--- config.mk ---
export PLATFORM = sky130hd
export DESIGN_NAME = decode_stage
export DESIGN_NICKNAME = d
export VERILOG_FILES = /design/src/rtl/decode_stage.sv
export SDC_FILE = /design/constraint.sdc
export NUM_CORES = 2
export LEC_CHECK = 0
export BUFFER_PORTS_ARGS = -buffer_cell sky130_fd_sc_hd__buf_2
export CAP_MARGIN = 20
export CORE_ASPECT_RATIO = 1.75
export CORE_MARGIN = 5
export CORE_UTILIZATION = 50
export DETAILED_ROUTE_END_ITERATION = 10
export GPL_TIMING_DRIVEN = 0
export PLACE_DENSITY = 0.7
export SYNTH_ARGS = -nofsm -noshare
export SYNTH_HDL_FRONTEND = slang
export SYNTH_SLANG_ARGS = --single-unit
--- constraint.sdc ---
create_clock -name clk -period 2.4 [get_ports clk]
set_clock_uncertainty 0.2 [all_clocks]
set_input_delay 0.24 -clock clk [delete_from_list [all_inputs] [get_ports clk]]
set_output_delay 0.24 -clock clk [all_outputs]
set_load 0.02 [all_outputs]
--- src/rtl/decode_stage.sv ---
// decode_stage: ID stage of the 5-stage RV32I pipeline.
// Reads the 32-entry register file, decodes the IF/ID instruction and
// produces the ID/EX register. It raises a one-cycle load-use stall
// request to fetch and turns taken branches, stalls and illegal opcodes
// into bubbles.
// Optional feature: define DECODE_STAGE_WB_BYPASS_EN to forward a
// same-cycle writeback into the rs1/rs2 read values (write-through).
// Without it, a read in the writeback cycle returns the old contents.
module decode_stage #(
    parameter int XLEN  = 32,
    parameter int NREGS = 32
) (
    input  logic            clk,
    input  logic            reset,
    input  logic [31:0]     if_inst,
    input  logic [XLEN-1:0] if_npc,
    input  logic            branch_cond,
    input  logic            wb_en,
    input  logic [4:0]      wb_rd,
    input  logic [XLEN-1:0] wb_data,
    output logic            hazard,
    output logic            id_ex_valid,
    output logic [XLEN-1:0] id_ex_npc,
    output logic [XLEN-1:0] id_ex_a,
    output logic [XLEN-1:0] id_ex_b,
    output logic [XLEN-1:0] id_ex_imm,
    output logic [4:0]      id_ex_rd,
    output logic [6:0]      id_ex_opcode,
    output logic [2:0]      id_ex_funct3,
    output logic            id_ex_funct7b5,
    output logic            id_ex_is_load,
    output logic            id_ex_reg_write,
    output logic            illegal
);

    // RV32I base opcodes handled by this stage
    localparam logic [6:0] OP_LUI    = 7'b0110111;
    localparam logic [6:0] OP_AUIPC  = 7'b0010111;
    localparam logic [6:0] OP_JAL    = 7'b1101111;
    localparam logic [6:0] OP_JALR   = 7'b1100111;
    localparam logic [6:0] OP_BRANCH = 7'b1100011;
    localparam logic [6:0] OP_LOAD   = 7'b0000011;
    localparam logic [6:0] OP_STORE  = 7'b0100011;
    localparam logic [6:0] OP_OPIMM  = 7'b0010011;
    localparam logic [6:0] OP_OP     = 7'b0110011;

    // Immediate formats; each returns the 32-bit sign-extended value.
    function automatic logic [31:0] imm_i(input logic [31:0] inst);
        return {{20{inst[31]}}, inst[31:20]};
    endfunction

    function automatic logic [31:0] imm_s(input logic [31:0] inst);
        return {{20{inst[31]}}, inst[31:25], inst[11:7]};
    endfunction

    function automatic logic [31:0] imm_b(input logic [31:0] inst);
        return {{19{inst[31]}}, inst[31], inst[7], inst[30:25], inst[11:8], 1'b0};
    endfunction

    function automatic logic [31:0] imm_u(input logic [31:0] inst);
        return {inst[31:12], 12'b0};
    endfunction

    function automatic logic [31:0] imm_j(input logic [31:0] inst);
        return {{11{inst[31]}}, inst[31], inst[19:12], inst[20], inst[30:21], 1'b0};
    endfunction

    // Widen a 32-bit immediate to the datapath width, keeping its sign.
    function automatic logic [XLEN-1:0] sext_xlen(input logic [31:0] v);
        return XLEN'($signed(v));
    endfunction

    // Architectural state
    logic [XLEN-1:0] r_regs [NREGS];

    // ID/EX pipeline register
    logic            r_valid;
    logic [XLEN-1:0] r_npc;
    logic [XLEN-1:0] r_a;
    logic [XLEN-1:0] r_b;
    logic [XLEN-1:0] r_imm;
    logic [4:0]      r_rd;
    logic [6:0]      r_opcode;
    logic [2:0]      r_funct3;
    logic            r_funct7b5;
    logic            r_is_load;
    logic            r_reg_write;

    // Instruction fields
    logic [6:0]      w_opcode;
    logic [4:0]      w_rs1;
    logic [4:0]      w_rs2;
    logic [4:0]      w_rd;
    logic [2:0]      w_funct3;
    logic            w_funct7b5;

    // Decode results
    logic            w_legal;
    logic            w_uses_rs1;
    logic            w_uses_rs2;
    logic            w_writes_rd;
    logic            w_is_load;
    logic [31:0]     w_imm32;
    logic [XLEN-1:0] w_rs1_val;
    logic [XLEN-1:0] w_rs2_val;
    logic            w_rs1_hit;
    logic            w_rs2_hit;
    logic            w_hazard;
    logic            w_bubble;

    assign w_opcode   = if_inst[6:0];
    assign w_rd       = if_inst[11:7];
    assign w_funct3   = if_inst[14:12];
    assign w_rs1      = if_inst[19:15];
    assign w_rs2      = if_inst[24:20];
    assign w_funct7b5 = if_inst[30];

    // Classify the opcode: legality, which sources matter, rd write, immediate.
    always_comb begin
        w_legal     = 1'b0;
        w_uses_rs1  = 1'b0;
        w_uses_rs2  = 1'b0;
        w_writes_rd = 1'b0;
        w_is_load   = 1'b0;
        w_imm32     = 32'd0;
        case (w_opcode)
            OP_LUI, OP_AUIPC: begin
                w_legal     = 1'b1;
                w_writes_rd = 1'b1;
                w_imm32     = imm_u(if_inst);
            end
            OP_JAL: begin
                w_legal     = 1'b1;
                w_writes_rd = 1'b1;
                w_imm32     = imm_j(if_inst);
            end
            OP_JALR, OP_OPIMM: begin
                w_legal     = 1'b1;
                w_uses_rs1  = 1'b1;
                w_writes_rd = 1'b1;
                w_imm32     = imm_i(if_inst);
            end
            OP_LOAD: begin
                w_legal     = 1'b1;
                w_uses_rs1  = 1'b1;
                w_writes_rd = 1'b1;
                w_is_load   = 1'b1;
                w_imm32     = imm_i(if_inst);
            end
            OP_BRANCH: begin
                w_legal     = 1'b1;
                w_uses_rs1  = 1'b1;
                w_uses_rs2  = 1'b1;
                w_imm32     = imm_b(if_inst);
            end
            OP_STORE: begin
                w_legal     = 1'b1;
                w_uses_rs1  = 1'b1;
                w_uses_rs2  = 1'b1;
                w_imm32     = imm_s(if_inst);
            end
            OP_OP: begin
                w_legal     = 1'b1;
                w_uses_rs1  = 1'b1;
                w_uses_rs2  = 1'b1;
                w_writes_rd = 1'b1;
            end
            default: begin
                w_legal     = 1'b0;
            end
        endcase
    end

    // Register file read for rs1; x0 reads zero, optional same-cycle forward.
    always_comb begin
        w_rs1_val = r_regs[w_rs1];
        if (w_rs1 == 5'd0) begin
            w_rs1_val = '0;
        end
`ifdef DECODE_STAGE_WB_BYPASS_EN
        else if (wb_en && (wb_rd != 5'd0) && (wb_rd == w_rs1)) begin
            w_rs1_val = wb_data;
        end
`endif
    end

    // Register file read for rs2; x0 reads zero, optional same-cycle forward.
    always_comb begin
        w_rs2_val = r_regs[w_rs2];
        if (w_rs2 == 5'd0) begin
            w_rs2_val = '0;
        end
`ifdef DECODE_STAGE_WB_BYPASS_EN
        else if (wb_en && (wb_rd != 5'd0) && (wb_rd == w_rs2)) begin
            w_rs2_val = wb_data;
        end
`endif
    end

    // Load-use: only sources the opcode actually consumes can trigger a stall,
    // and a taken branch squashes the stall because the instruction is flushed.
    assign w_rs1_hit = w_uses_rs1 && (w_rs1 == r_rd);
    assign w_rs2_hit = w_uses_rs2 && (w_rs2 == r_rd);
    assign w_hazard  = r_valid && r_is_load && r_reg_write
                       && (w_rs1_hit || w_rs2_hit) && !branch_cond;
    assign w_bubble  = branch_cond || w_hazard || !w_legal;

    assign hazard  = w_hazard;
    assign illegal = !w_legal;

    // Synchronous register file write; x0 is never written.
    always_ff @(posedge clk) begin
        if (reset) begin
            for (int i = 0; i < NREGS; i++) begin
                r_regs[i] <= '0;
            end
        end else if (wb_en && (wb_rd != 5'd0)) begin
            r_regs[wb_rd] <= wb_data;
        end
    end

    // ID/EX register: reset, then flush/stall/illegal bubble, else issue.
    always_ff @(posedge clk) begin
        if (reset || w_bubble) begin
            r_valid     <= 1'b0;
            r_npc       <= '0;
            r_a         <= '0;
            r_b         <= '0;
            r_imm       <= '0;
            r_rd        <= 5'd0;
            r_opcode    <= 7'd0;
            r_funct3    <= 3'd0;
            r_funct7b5  <= 1'b0;
            r_is_load   <= 1'b0;
            r_reg_write <= 1'b0;
        end else begin
            r_valid     <= 1'b1;
            r_npc       <= if_npc;
            r_a         <= w_rs1_val;
            r_b         <= w_rs2_val;
            r_imm       <= sext_xlen(w_imm32);
            r_rd        <= w_rd;
            r_opcode    <= w_opcode;
            r_funct3    <= w_funct3;
            r_funct7b5  <= w_funct7b5;
            r_is_load   <= w_is_load;
            r_reg_write <= w_writes_rd && (w_rd != 5'd0);
        end
    end

    assign id_ex_valid     = r_valid;
    assign id_ex_npc       = r_npc;
    assign id_ex_a         = r_a;
    assign id_ex_b         = r_b;
    assign id_ex_imm       = r_imm;
    assign id_ex_rd        = r_rd;
    assign id_ex_opcode    = r_opcode;
    assign id_ex_funct3    = r_funct3;
    assign id_ex_funct7b5  = r_funct7b5;
    assign id_ex_is_load   = r_is_load;
    assign id_ex_reg_write = r_reg_write;

endmodule

Word level (Yosys, flattened, before mapping):

Memories as Yosys holds them, arrays and structs flattened. A register that Yosys moved wholly into a read port is not among the register bits.
Index checks and enable logic that the tools add are counted.

* bits in registers: 83
* RAM bits: 1024
* input bits: 105
* output and inout bits: 149
* memories kept: 1

* eq/ne operators: 11
* muxes and demuxes: 15
* reduce and logical (&&, ||, !) cells: 27

Memory list
* r_regs: depth 32, width 32, rd ports 2, clocked after Yosys merged registers in 2, write ports 32, RTL line 74 `logic [XLEN-1:0] r_regs [NREGS];`

Operators by type and width (count)
* 32-bit one-hot mux with 5 select lines: 1
* 32-bit 2-to-1 mux: 1
* 32-bit OR reduction: 1
* 7-bit by 6-bit equality test with 1-bit output, second input constant: 3
* 7-bit equality test, second input constant: 3
* 7-bit by 5-bit equality test with 1-bit output, second input constant: 2
* 1-bit 2-to-1 mux: 12
* 5-bit equality test: 2
* 5-bit zero test: 2
* 5-bit nonzero test: 2
* 9-bit OR reduction: 1
* 1-bit logical AND: 8
* 7-bit by 2-bit equality test with 1-bit output, second input constant: 1
* 7-bit OR reduction: 1
* 2-bit OR reduction: 3
* 3-bit OR reduction: 2
* 6-bit OR reduction: 1
* 5-bit 2-to-1 mux: 1
* 1-bit logical OR: 4
* 1-bit zero test: 2

Logic depth before layout (Yosys ltp):

* depth in word-level cells: 11
* gate-level depth with buffers: 10

Worst setup path before layout:

No wires, ideal clock.

* path type: register to output
* from: reg r_rd[4] (netlist: id_ex_rd[4])
* to: out hazard
* arrival time: 1.831 ns
* data required time: 1.960 ns
* setup slack: 0.129 ns
* cell stages (with the launch flop): 8
* cell sequence: dfxtp_1 -> xnor2_1 -> nand3_1 -> nor4_1 -> o221ai_2 -> clkbuf_2 -> clkbuf_1 -> nor2_1

* word-level cells in the longest chain between the ends: 5
* elaborated cells on any way between the ends: 7
* those cells by class: eq/ne (2); reduce/logical (5)

Ends and longest elaborated chain
* start: declaration: RTL line 82 `logic [4:0] r_rd;`
* start signal: assignment: RTL line 242 `r_rd <= w_rd;`
* 5-bit equality test (on tied branches): RTL line 202, 203
* 1-bit logical AND (on tied branches): RTL line 202, 203
* 1-bit logical OR (*): RTL line 205 `&& (w_rs1_hit || w_rs2_hit) && !branch_cond;`
* 1-bit logical AND (*) (2 in series): RTL line 205
* end: declaration: RTL line 21 `output logic hazard,`

Mark *: on every way between the ends. The rest lies on a longest branch, timed or not.

Worst setup path after layout:

Same ends and word-level chain as after synthesis.

==> metrics <==
run status finished, violations left; failing checks negative hold slack, negative setup slack; crit-path max FO 3; number of flip-flops and latches in the synthesized netlist 1171; fmax 381.5 MHz; predominant post-synthesis flop cell edfxtp_1; hold violation count in the final report 4; fraction of power consumed by combinational cells 10.9%; Synth area leader edfxtp_1; share of synthesized area occupied by flip-flops and latches 57.39%; clock tree root buffer cell clkbuf_16; Remaining DRCs 0; Syn Std Cell Area 0.05871 sq mm; largest net degree at the start of global routing 33; clock tree from TritonCTS yes; min-delay worst type in -> reg; Final Setup Violations 74; aggregate routed wire length 211900 microns; synthesis-to-finish area growth 15.00%; worst reg2reg path startpoint id_ex_rd[4]$_SDFF_PP0_; part of the total power dissipated in sequential elements 49.9%; Routability Congestion 0.9897; Final Core Density 57.83%; average cell area after synthesis 14.17 sq um; 1st-pass router iterations 5; sum of negative setup slack -2.836 ns; count of pins over their slew limit 0; leakage component of the power 25.25 nW; final-layout fill cell count 9225; hpwl dp 165200 microns; final worst path period need 2.621 ns; top-area cell type share of the netlist area 52.38%; overall track demand over capacity in global routing 33.12%; end of the worst register-to-register path id_ex_a[12]$_SDFF_PP0_; internal power consumption 35.51 mW; worst-case vdd ir drop 0.5524 mV; share of final-layout standard cells stronger than drive strength 1 21.88%; Req. time, crit path 1.96 ns; post-place instance area 0.06210 sq mm; share of flip-flops with an asynchronous set or reset 0%; Place WS -1.596 ns; overall die area 0.1246 sq mm; Register-to-Register Path Depth 9; Rel. slew slack 21.10%; data arrival time of the critical path 2.18 ns; total I/O pin count 254; clock network power share 39.2%; die boundary width 269.0 microns; iteration-0 DRC count of the detailed router 5253; synth unique cells 63; net switching power 11.90 mW; count of cells along the worst hold path 4; Final Total Pwr 47.41 mW; Final WS setup -0.2213 ns; Final #Nets 4749; Reg clk slew, reported paths 0.07 ns; maximum capacitance violations 0; number of synthesized flops with an enable pin 1024; cells taking the most area after synthesis edfxtp_1, mux4_2, and2_1; Die Ht 463.3 microns; pin slew with the least headroom to its limit 1.184 ns; Bufs on Longest Clock Path 3; post-DR wirelength/cell 33.86 microns; CTS Hold Bufs 101; count of standard-cell rows 166; Switching Fraction 25.10%; remaining number of nets flagged by the antenna check after routing 0; kind of critical path reg -> out; number of warnings printed during yosys synthesis 0; Congestion Overflow GR 0; starting density of the core 50.29%; setup repair after global routing missed its margin yes; DR vias/cell 6.384; flop-to-flop setup slack -0.01 ns; Sink Count 1171; antenna violations before repair 16; startpoint of the worst hold path if_inst[6]; type of element capturing the critical path output port; Mapped Cells 4142; number of global-route vias before repair 40744; Final Cell Area 0.06751 sq mm; Fin Hold WS -0.2099 ns; power per unit of standard cell area 702.3 mW/mm^2; CTS HTree Levels 3; element type at the critical path start flop; TritonCTS Buffers 107; wire length of the first global-routing pass 289900 microns; buffers added on ports 245; Core Footprint 0.1167 sq mm; clk_lat worst skew 0.76 ns; Tcrit/Tclk final 109.2%; Hold Path End id_ex_imm[11]$_SDFF_PP0_; Vias 39942
==> metrics by stage <==
stage / std cells / hold slack (ns)
4_1_cts: 6243 / -0.2542
5_1_grt: 6249 / -0.1996
3_5_place_dp: 5939 / 0.2675
2_1_floorplan: 4173 / 0.1171
6_report: 6257 / -0.2099
3_3_place_gp: 5930 / 0.2628
==> power by group through the flow <==
stage / logic (mW) / registers (mW) / clock network [mW]
4_1_cts: 4.98 / 23.6 / 18.5
3_5_place_dp: 4.80 / 24.1 / 0
6_report: 5.19 / 23.6 / 18.6
5_1_grt: 5.31 / 23.7 / 19.3
3_3_place_gp: 4.73 / 24.0 / 0
2_1_floorplan: 2.96 / 23.9 / 0
==> layout make-up <==
type,instances,area (sq um),share of cell area [%]
multi-input combinational,2590,23500,34.81
buffer,403,2116,3.134
antenna,9,22.52,0.03336
clock buffer,143,3103,4.596
timing repair buffer,362,2479,3.672
clock inverter,58,654.4,0.9693
tap,1512,1892,2.802
sequential,1171,33710,49.94
inverter,9,33.78,0.05004
==> how the worst max path moves through the flow <==
stage | from | slack (ns) | end
4_1_cts | id_ex_rd[4]$_SDFF_PP0_ | -0.28 | hazard
5_1_grt | id_ex_rd[3]$_SDFF_PP0_ | -0.36 | hazard
6_report | id_ex_rd[4]$_SDFF_PP0_ | -0.22 | hazard
3_3_place_gp | if_inst[16] | -1.84 | id_ex_a[28]$_SDFF_PP0_
3_5_place_dp | if_inst[16] | -1.60 | id_ex_a[12]$_SDFF_PP0_
2_1_floorplan | id_ex_rd[4]$_SDFF_PP0_ | 0.13 | hazard
==> flip-flops by register name (all words and copies together), names as in the netlist, 3 cells and up <==
signal,flops
r_regs,1024
id_ex_a,32
id_ex_rd,5
id_ex_opcode,7
id_ex_imm,32
id_ex_funct3,3
id_ex_npc,32
id_ex_b,32
==> worst max-delay path: stages (launching register included) <==
cell and delay [ns]:
dfxtp_4 0.37, xnor2_2 0.15, nand3_1 0.12, nor4_2 0.25, o221ai_2 0.17, clkbuf_8 0.18
nor2_4 0.08, buf_6 0.12
==> cells in the final DEF, fill, tap and decap left out, types with 29 or more instances in the layout <==
master	n
a21oi_1	34
a221oi_1	29
and2_1	995
and3_1	58
buf_2	285
buf_4	64
dfxtp_1	142
nand2_1	36
clkbuf_1	250
edfxtp_1	1024
nand4_1	52
mux4_2	290
a22oi_1	171
or2_4	30
dlygate4sd3_1	99
mux2i_1	467
nor2_1	73
conb_1	32
clkbuf_16	115
==> what timing repair did <==
action                     4_1_cts  5_1_grt
pin swaps                        4        5
setup endpoints to repair      619      509
gates cloned                     0        2
buffers inserted                 3        5
hold endpoints to repair       547        3
resized for setup               82      102
==> logic make-up (layout without fill, tap and decap cells) <==
logic type / after synthesis / after routing / synth area share [%]
DFF: 1171 / 1171 / 57.39
muxes: 784 / 784 / 19.60
AOI/OAI and AO/OA: 430 / 430 / 5.695
xor gates and xnor gates: 10 / 10 / 0.1492
and+or+nand+nor: 1332 / 1334 / 13.65
other: 1 / 41 / 0.006388
buffers and inverters: 414 / 975 / 3.504
==> layer usage <==
layer,global-route usage [%],wire length (microns)
met1,37.65,70430
met2,56.48,105300
met3,6.159,18470
met4,22.00,17650
met5,0,60
==> Yosys cell counts, types with 13 or more instances <==
library cell and instances:
o22a_1 23, mux2_2 26, mux4_2 290, a211oi_1 13, a211o_1 27, buf_6 17, nand2_1 37, a211oi_2 14
mux2i_1 468, and2_1 995, edfxtp_1 1024, buf_2 50, nor2_1 100, buf_4 52, nand2b_1 14, a21oi_1 38
and3_1 58, dfxtp_1 147, a221oi_1 31, o221ai_1 16, a22o_1 23, nand3_1 13, a22oi_1 172, clkbuf_1 265
o22ai_1 28, or2_2 32, nand4_1 52
No activity file was read; power rests on OpenSTA's default activity.
